--- src/rtl/trdb_packet_decoder.sv ---
// Trace packet decoder: reassembles length-prefixed byte streams into packets and
// decodes the E-Trace format/subformat fields carried in the first payload byte.

package trdb_pkg;

    typedef enum logic [1:0] {
        F_OPT_EXT    = 2'b00,
        F_DIFF_DELTA = 2'b01,
        F_ADDR_ONLY  = 2'b10,
        F_SYNC       = 2'b11
    } trdb_format_e;

    typedef enum logic [1:0] {
        SF_START   = 2'b00,
        SF_TRAP    = 2'b01,
        SF_CONTEXT = 2'b10,
        SF_SUPPORT = 2'b11
    } trdb_f_sync_subformat_e;

    typedef enum logic {
        SF_PBC = 1'b0,
        SF_JTC = 1'b1
    } trdb_f_opt_ext_subformat_e;

endpackage

module trdb_packet_decoder
    import trdb_pkg::*;
#(
    parameter int MAX_BYTES = 24
) (
    input  logic                      clk_i,
    input  logic                      rst_ni,
    input  logic                      byte_valid_i,
    input  logic [7:0]                byte_i,
    output logic                      byte_ready_o,
    output logic                      pkt_valid_o,
    input  logic                      pkt_ready_i,
    output trdb_format_e              packet_format_o,
    output trdb_f_sync_subformat_e    packet_f_sync_subformat_o,
    output trdb_f_opt_ext_subformat_e packet_f_opt_ext_subformat_o,
    output logic [8*MAX_BYTES-1:0]    payload_o,
    output logic [4:0]                payload_len_o,
    output logic                      len_error_o,
    output logic [15:0]               pkt_count_o
);

    localparam logic [4:0] MAX_LEN = 5'(MAX_BYTES);

    typedef enum logic [1:0] {
        HEADER  = 2'b00,
        PAYLOAD = 2'b01,
        OUTPUT  = 2'b10
    } state_e;

    state_e                 state_q;
    logic                   byte_ready_q;
    logic                   pkt_valid_q;
    logic [4:0]             len_q;
    logic [4:0]             idx_q;
    logic [8*MAX_BYTES-1:0] payload_q;
    logic                   len_error_q;
    logic [15:0]            pkt_count_q;

    logic [4:0] header_len;
    logic       header_ok;
    logic       byte_xfer;
    logic       last_byte;

    assign header_len = byte_i[4:0];
    assign header_ok  = (header_len != 5'd0) && (header_len <= MAX_LEN);
    assign byte_xfer  = byte_valid_i && byte_ready_q;
    assign last_byte  = (idx_q == (len_q - 5'd1));

    // Handshake flags are registered per state so byte_ready_o never sees pkt_ready_i.
    always_ff @(posedge clk_i or negedge rst_ni) begin
        if (!rst_ni) begin
            state_q      <= HEADER;
            byte_ready_q <= 1'b1;
            pkt_valid_q  <= 1'b0;
            len_q        <= 5'd0;
            idx_q        <= 5'd0;
            payload_q    <= '0;
            len_error_q  <= 1'b0;
            pkt_count_q  <= 16'd0;
        end else begin
            len_error_q <= 1'b0;
            case (state_q)
                HEADER: begin
                    if (byte_xfer) begin
                        if (header_ok) begin
                            len_q     <= header_len;
                            idx_q     <= 5'd0;
                            payload_q <= '0;
                            state_q   <= PAYLOAD;
                        end else begin
                            len_error_q <= 1'b1;
                        end
                    end
                end
                PAYLOAD: begin
                    if (byte_xfer) begin
                        for (int k = 0; k < MAX_BYTES; k++) begin
                            if (idx_q == 5'(k)) begin
                                payload_q[8*k +: 8] <= byte_i;
                            end
                        end
                        idx_q <= idx_q + 5'd1;
                        if (last_byte) begin
                            state_q      <= OUTPUT;
                            byte_ready_q <= 1'b0;
                            pkt_valid_q  <= 1'b1;
                        end
                    end
                end
                OUTPUT: begin
                    if (pkt_ready_i) begin
                        state_q      <= HEADER;
                        byte_ready_q <= 1'b1;
                        pkt_valid_q  <= 1'b0;
                        pkt_count_q  <= pkt_count_q + 16'd1;
                    end
                end
                default: begin
                    state_q      <= HEADER;
                    byte_ready_q <= 1'b1;
                    pkt_valid_q  <= 1'b0;
                end
            endcase
        end
    end

    // Subformat fields are only defined for their own format; otherwise report the zero code.
    always_comb begin
        trdb_format_e fmt;
        fmt                          = trdb_format_e'(payload_q[1:0]);
        packet_format_o              = fmt;
        packet_f_sync_subformat_o    = SF_START;
        packet_f_opt_ext_subformat_o = SF_PBC;
        if (fmt == F_SYNC) begin
            packet_f_sync_subformat_o = trdb_f_sync_subformat_e'(payload_q[3:2]);
        end
        if (fmt == F_OPT_EXT) begin
            packet_f_opt_ext_subformat_o = trdb_f_opt_ext_subformat_e'(payload_q[2]);
        end
    end

    assign byte_ready_o  = byte_ready_q;
    assign pkt_valid_o   = pkt_valid_q;
    assign payload_o     = payload_q;
    assign payload_len_o = len_q;
    assign len_error_o   = len_error_q;
    assign pkt_count_o   = pkt_count_q;

endmodule

--- config.mk ---
export PLATFORM = sky130hd
export DESIGN_NAME = trdb_packet_decoder
export DESIGN_NICKNAME = d
export VERILOG_FILES = /design/src/rtl/trdb_packet_decoder.sv
export SDC_FILE = /design/constraint.sdc
export NUM_CORES = 1
export LEC_CHECK = 0
export ABC_AREA = 1
export ABC_CLOCK_PERIOD_IN_PS = 2900
export CORE_AREA = 2 2 123 149
export CTS_BUF_LIST = sky130_fd_sc_hd__clkbuf_16
export CTS_CLUSTER_SIZE = 16
export DETAILED_ROUTE_END_ITERATION = 8
export DIE_AREA = 0 0 125 151
export PLACE_DENSITY = 0.83
export SLEW_MARGIN = 20
export SYNTH_ARGS = -nofsm -noshare
export SYNTH_HDL_FRONTEND = slang
export SYNTH_SLANG_ARGS = --single-unit
--- constraint.sdc ---
create_clock -name clk_i -period 2.9 [get_ports clk_i]
set_input_delay 0.725 -clock clk_i [delete_from_list [all_inputs] [get_ports clk_i]]
set_output_delay 0.725 -clock clk_i [all_outputs]
set_load 0.02 [all_outputs]
==> summary.txt <==
Floorplan
  • I/O pin cnt: 233
  • Core Region: ~17,000 sq um
  • Cell Rows: 53
  • Initial Util: 51.20%
  • Die width: 125 microns
  • Chip height: 151 microns
  • Die area: 18,880 sq um

Yosys
  • Post-synth EDFFs: 0
  • Count leader, synth: nand2_1
  • Post-synth ARST share: 100.0%
  • Leading area contributor after synthesis: dfrtp_1
  • Most used DFF post-synth: dfrtp_1
  • #FFs+latches synth: about 220
  • Ranking of synthesized cells by area: dfrtp_1 (62%), nand2_1 (12%), o21ai_0 (9.5%)
  • YS warnings: 0
  • Register area share after synthesis: 62.74%
  • Net Count, Synth: 956
  • Post-Syn Area: about 8900 sq um
  • Netlist cell types: 29
  • Synth top area share: a little over three fifths
  • Mapped Cells: 937
  • Synth Area per Inst: 9.494 sq um
  • Synth cell count leaders: nand2_1 (289), dfrtp_1 (222), o21ai_0 (169)

Global routing
  • Initial antenna violation count: 0
  • Gr ovfl total: 0
  • First-pass GRT wire length: 39,010 microns
  • Vias in the first global route: 7,135
  • Pin count of the biggest net entering global routing: 76
  • Total Routing Usage GR: a little over a quarter

Worst hold path
  • Hold crit path type: input pin to async pin

Final layout
  • Antenna Cells: 0
  • Storage element area: roughly 5600 sq um
  • Layout cells sized above 1: 6.701%
  • Final Cell Area: 12,160 sq um
  • Number of non-filler instances in the completed layout: 1,384
  • Area Overhead vs Synth: 36.69%
  • Area of the multi-input gates: 2898 sq um
  • Post-layout util: a little over two thirds
  • # fillers: 1,266
  • Fin nets: 1,168

Setup path
  • WP data required: 3.24 ns
  • Crit-path cells: clkdlybuf4s50_1 -> nor2_1 -> nand3_1 -> nand3_1 -> nand2_1 -> inv_2 -> nand2_2 -> nand2_1 -> o21ai_0
  • Slowest cell on the critical path: inv_2
  • Reg-to-Reg Start: state_q[0]
  • R2R setup slack: 0.45 ns
  • Reg2reg end: payload_o[92]
  • Setup crit end kind: flop
  • Setup CP Type: input pin to flop
  • Critical Path Max Stage Delay: about 0.67 ns
  • Kind of cell adding the most delay to the critical path: buffers and inverters
  • WP buf/inv: 2
  • R2R depth: 8
  • Critical Path AT: 2.97 ns
  • Crit start category: input pin
  • Crit path max fanout: 39

Detailed routing
  • Remaining antenna violation count: 0
  • Vias per cell: 5.318
  • DRC violations left: 0
  • Final wirelength: between 20,000 and 25,000 microns
  • First drt pass iteration count: 5
  • 1st-iter DRT viols: 448
  • Vias: approximately 7,400
  • Wire per inst: 18.01 microns

Placement
  • Placed Cells: ~1,300
  • Pre-CTS setup slack: -0.2296 ns
  • Final estimated routing congestion in global placement: 0.8793
  • Number of port buffers: about 230
  • Dpl hpwl: 16,630 microns
  • Post-Place Cell Area: about 11,000 sq um

Pwr
  • Pleak: between 5 and 6 nW
  • PwrDens: 1187 nW/um^2
  • Worst VDD drop: 864.3 uV

STA
  • RSZ-0062 raised after global routing: false
  • Fin. Hold Viols: 0
  • Final Max Slew Viols: 0
  • Final critical-path setup slack: roughly 0.27 ns
  • Final period util: 90.83%
  • Setup violations, final: 0
  • Hold slack: 0.2476 ns
  • Clk_skew: 0.01164 ns
  • Fmax: roughly 0.38 GHz
  • Minimum clock period: 2.634 ns
  • Worst Max-Slew Pin Slew: 1.067 ns
  • Max_slew headroom: 28.77%

Clock network
  • Clock-pin slew on the worst setup and hold paths: about 0.06 ns
  • Cts hold-fix bufs: 0
  • TritonCTS Buffers: 22
  • H-Tree Depth: 1
  • TritonCTS clock tree: yes
  • Clk buf depth: 3
  • Post_cts resized: 0
  • Clock sink total: between 200 and 250
  • Post-CTS setup buffer count: 0
  • Worst skew pair latency: roughly 0.50 ns
  • CTS root buffer: clkbuf_16

Flow run
  • Max-cap violations: 0

Status
  • Status: completed
cell type report:
| class | count | area share (%) |
|---|---|---|
| timing repair buffer | 244 | 20.28 |
| tap | 220 | 2.264 |
| clock buffer | 22 | 4.527 |
| inverter | 38 | 1.173 |
| sequential | 223 | 45.90 |
| clock inverter | 17 | 2.027 |
| multi-input combinational | 620 | 23.83 |
flip-flops by register name, summed over array words and instances, names as in the netlist:
signal,count
byte_ready_o,1
idx_q,5
pkt_valid_o,1
pkt_count_o,16
state_q,2
payload_len_o,5
payload_o,192
len_error_o,1
worst reg2reg max path: cells and delay by family, from the launching register on:
kind	cells	cell delay, ns
flip-flops	1	0.36
AO/OA/AOI/OAI	1	0.10
AND/OR/NAND/NOR	5	0.90
buffers and inverters	2	0.94
where the power goes:
group | internal, mW | leakage (nW) | switching [mW]
sequential | 4.25 | 3.02 | 0.756
clock | 1.92 | 0.398 | 1.19
combinational | 2.59 | 2.05 | 3.72
routing by layer:
layer	track usage (%)	up-vias	wire [microns]
li1	-	3459	-
met1	32.00	3571	9749
met2	44.95	280	12510
met3	7.029	50	1964
met4	8.611	0	699
met5	0	-	0
logic make-up (layout without fill, tap and decap cells):
| kind of cell | count (synthesis) | count (layout) | share of synthesized area [%] |
|---|---|---|---|
| adders and majority gates | 7 | 7 | 0.9845 |
| AOI/OAI and AO/OA | 212 | 212 | 12.28 |
| DFF | 223 | 223 | 62.74 |
| buffers and inverters | 94 | 321 | 4.684 |
| xor gates and xnor gates | 17 | 17 | 1.674 |
| muxes | 1 | 1 | 0.1266 |
| and+or+nand+nor | 383 | 383 | 17.51 |
layout by cell type, fill, tap and decap left out, types with 2 or more instances in the layout:
master and instances:
nand2_1 289, clkdlybuf4s50_1 231, dfrtp_1 222, o21ai_0 169, inv_1 38, nor2_1 32, nand3_1 28, o21ai_1 28
nand2_2 23, clkbuf_16 22, xor2_1 9, xnor2_1 8, o211ai_1 8, buf_4 8, ha_1 7, bufinv_16 6
nand4_1 4, buf_12 4, nor3_1 3, inv_2 3, o31ai_1 3, clkinv_2 3, nor2_2 2, a21oi_1 2
clkinv_1 2
through the flow:
step / TNS [ns] / power, mW
after global routing: 0 / 15.24
after detailed placement: -23.22 / 11.33
after floorplan: 0 / 8.234
after CTS: 0 / 14.52
final: 0 / 14.44
after global placement: -26.96 / 11.17
how the worst max path moves through the flow:
stage,start,end,slack (ns),cells past startpoint
2_1_floorplan,byte_i[0],payload_o[181],1.01,10
3_3_place_gp,byte_i[0],payload_o[161],-0.19,9
3_5_place_dp,byte_i[0],payload_o[92],-0.23,9
4_1_cts,byte_i[3],payload_o[92],0.32,10
5_1_grt,byte_i[0],payload_o[129],0.04,9
6_report,byte_i[0],payload_o[92],0.27,9
(Power assumes the default switching activity.)
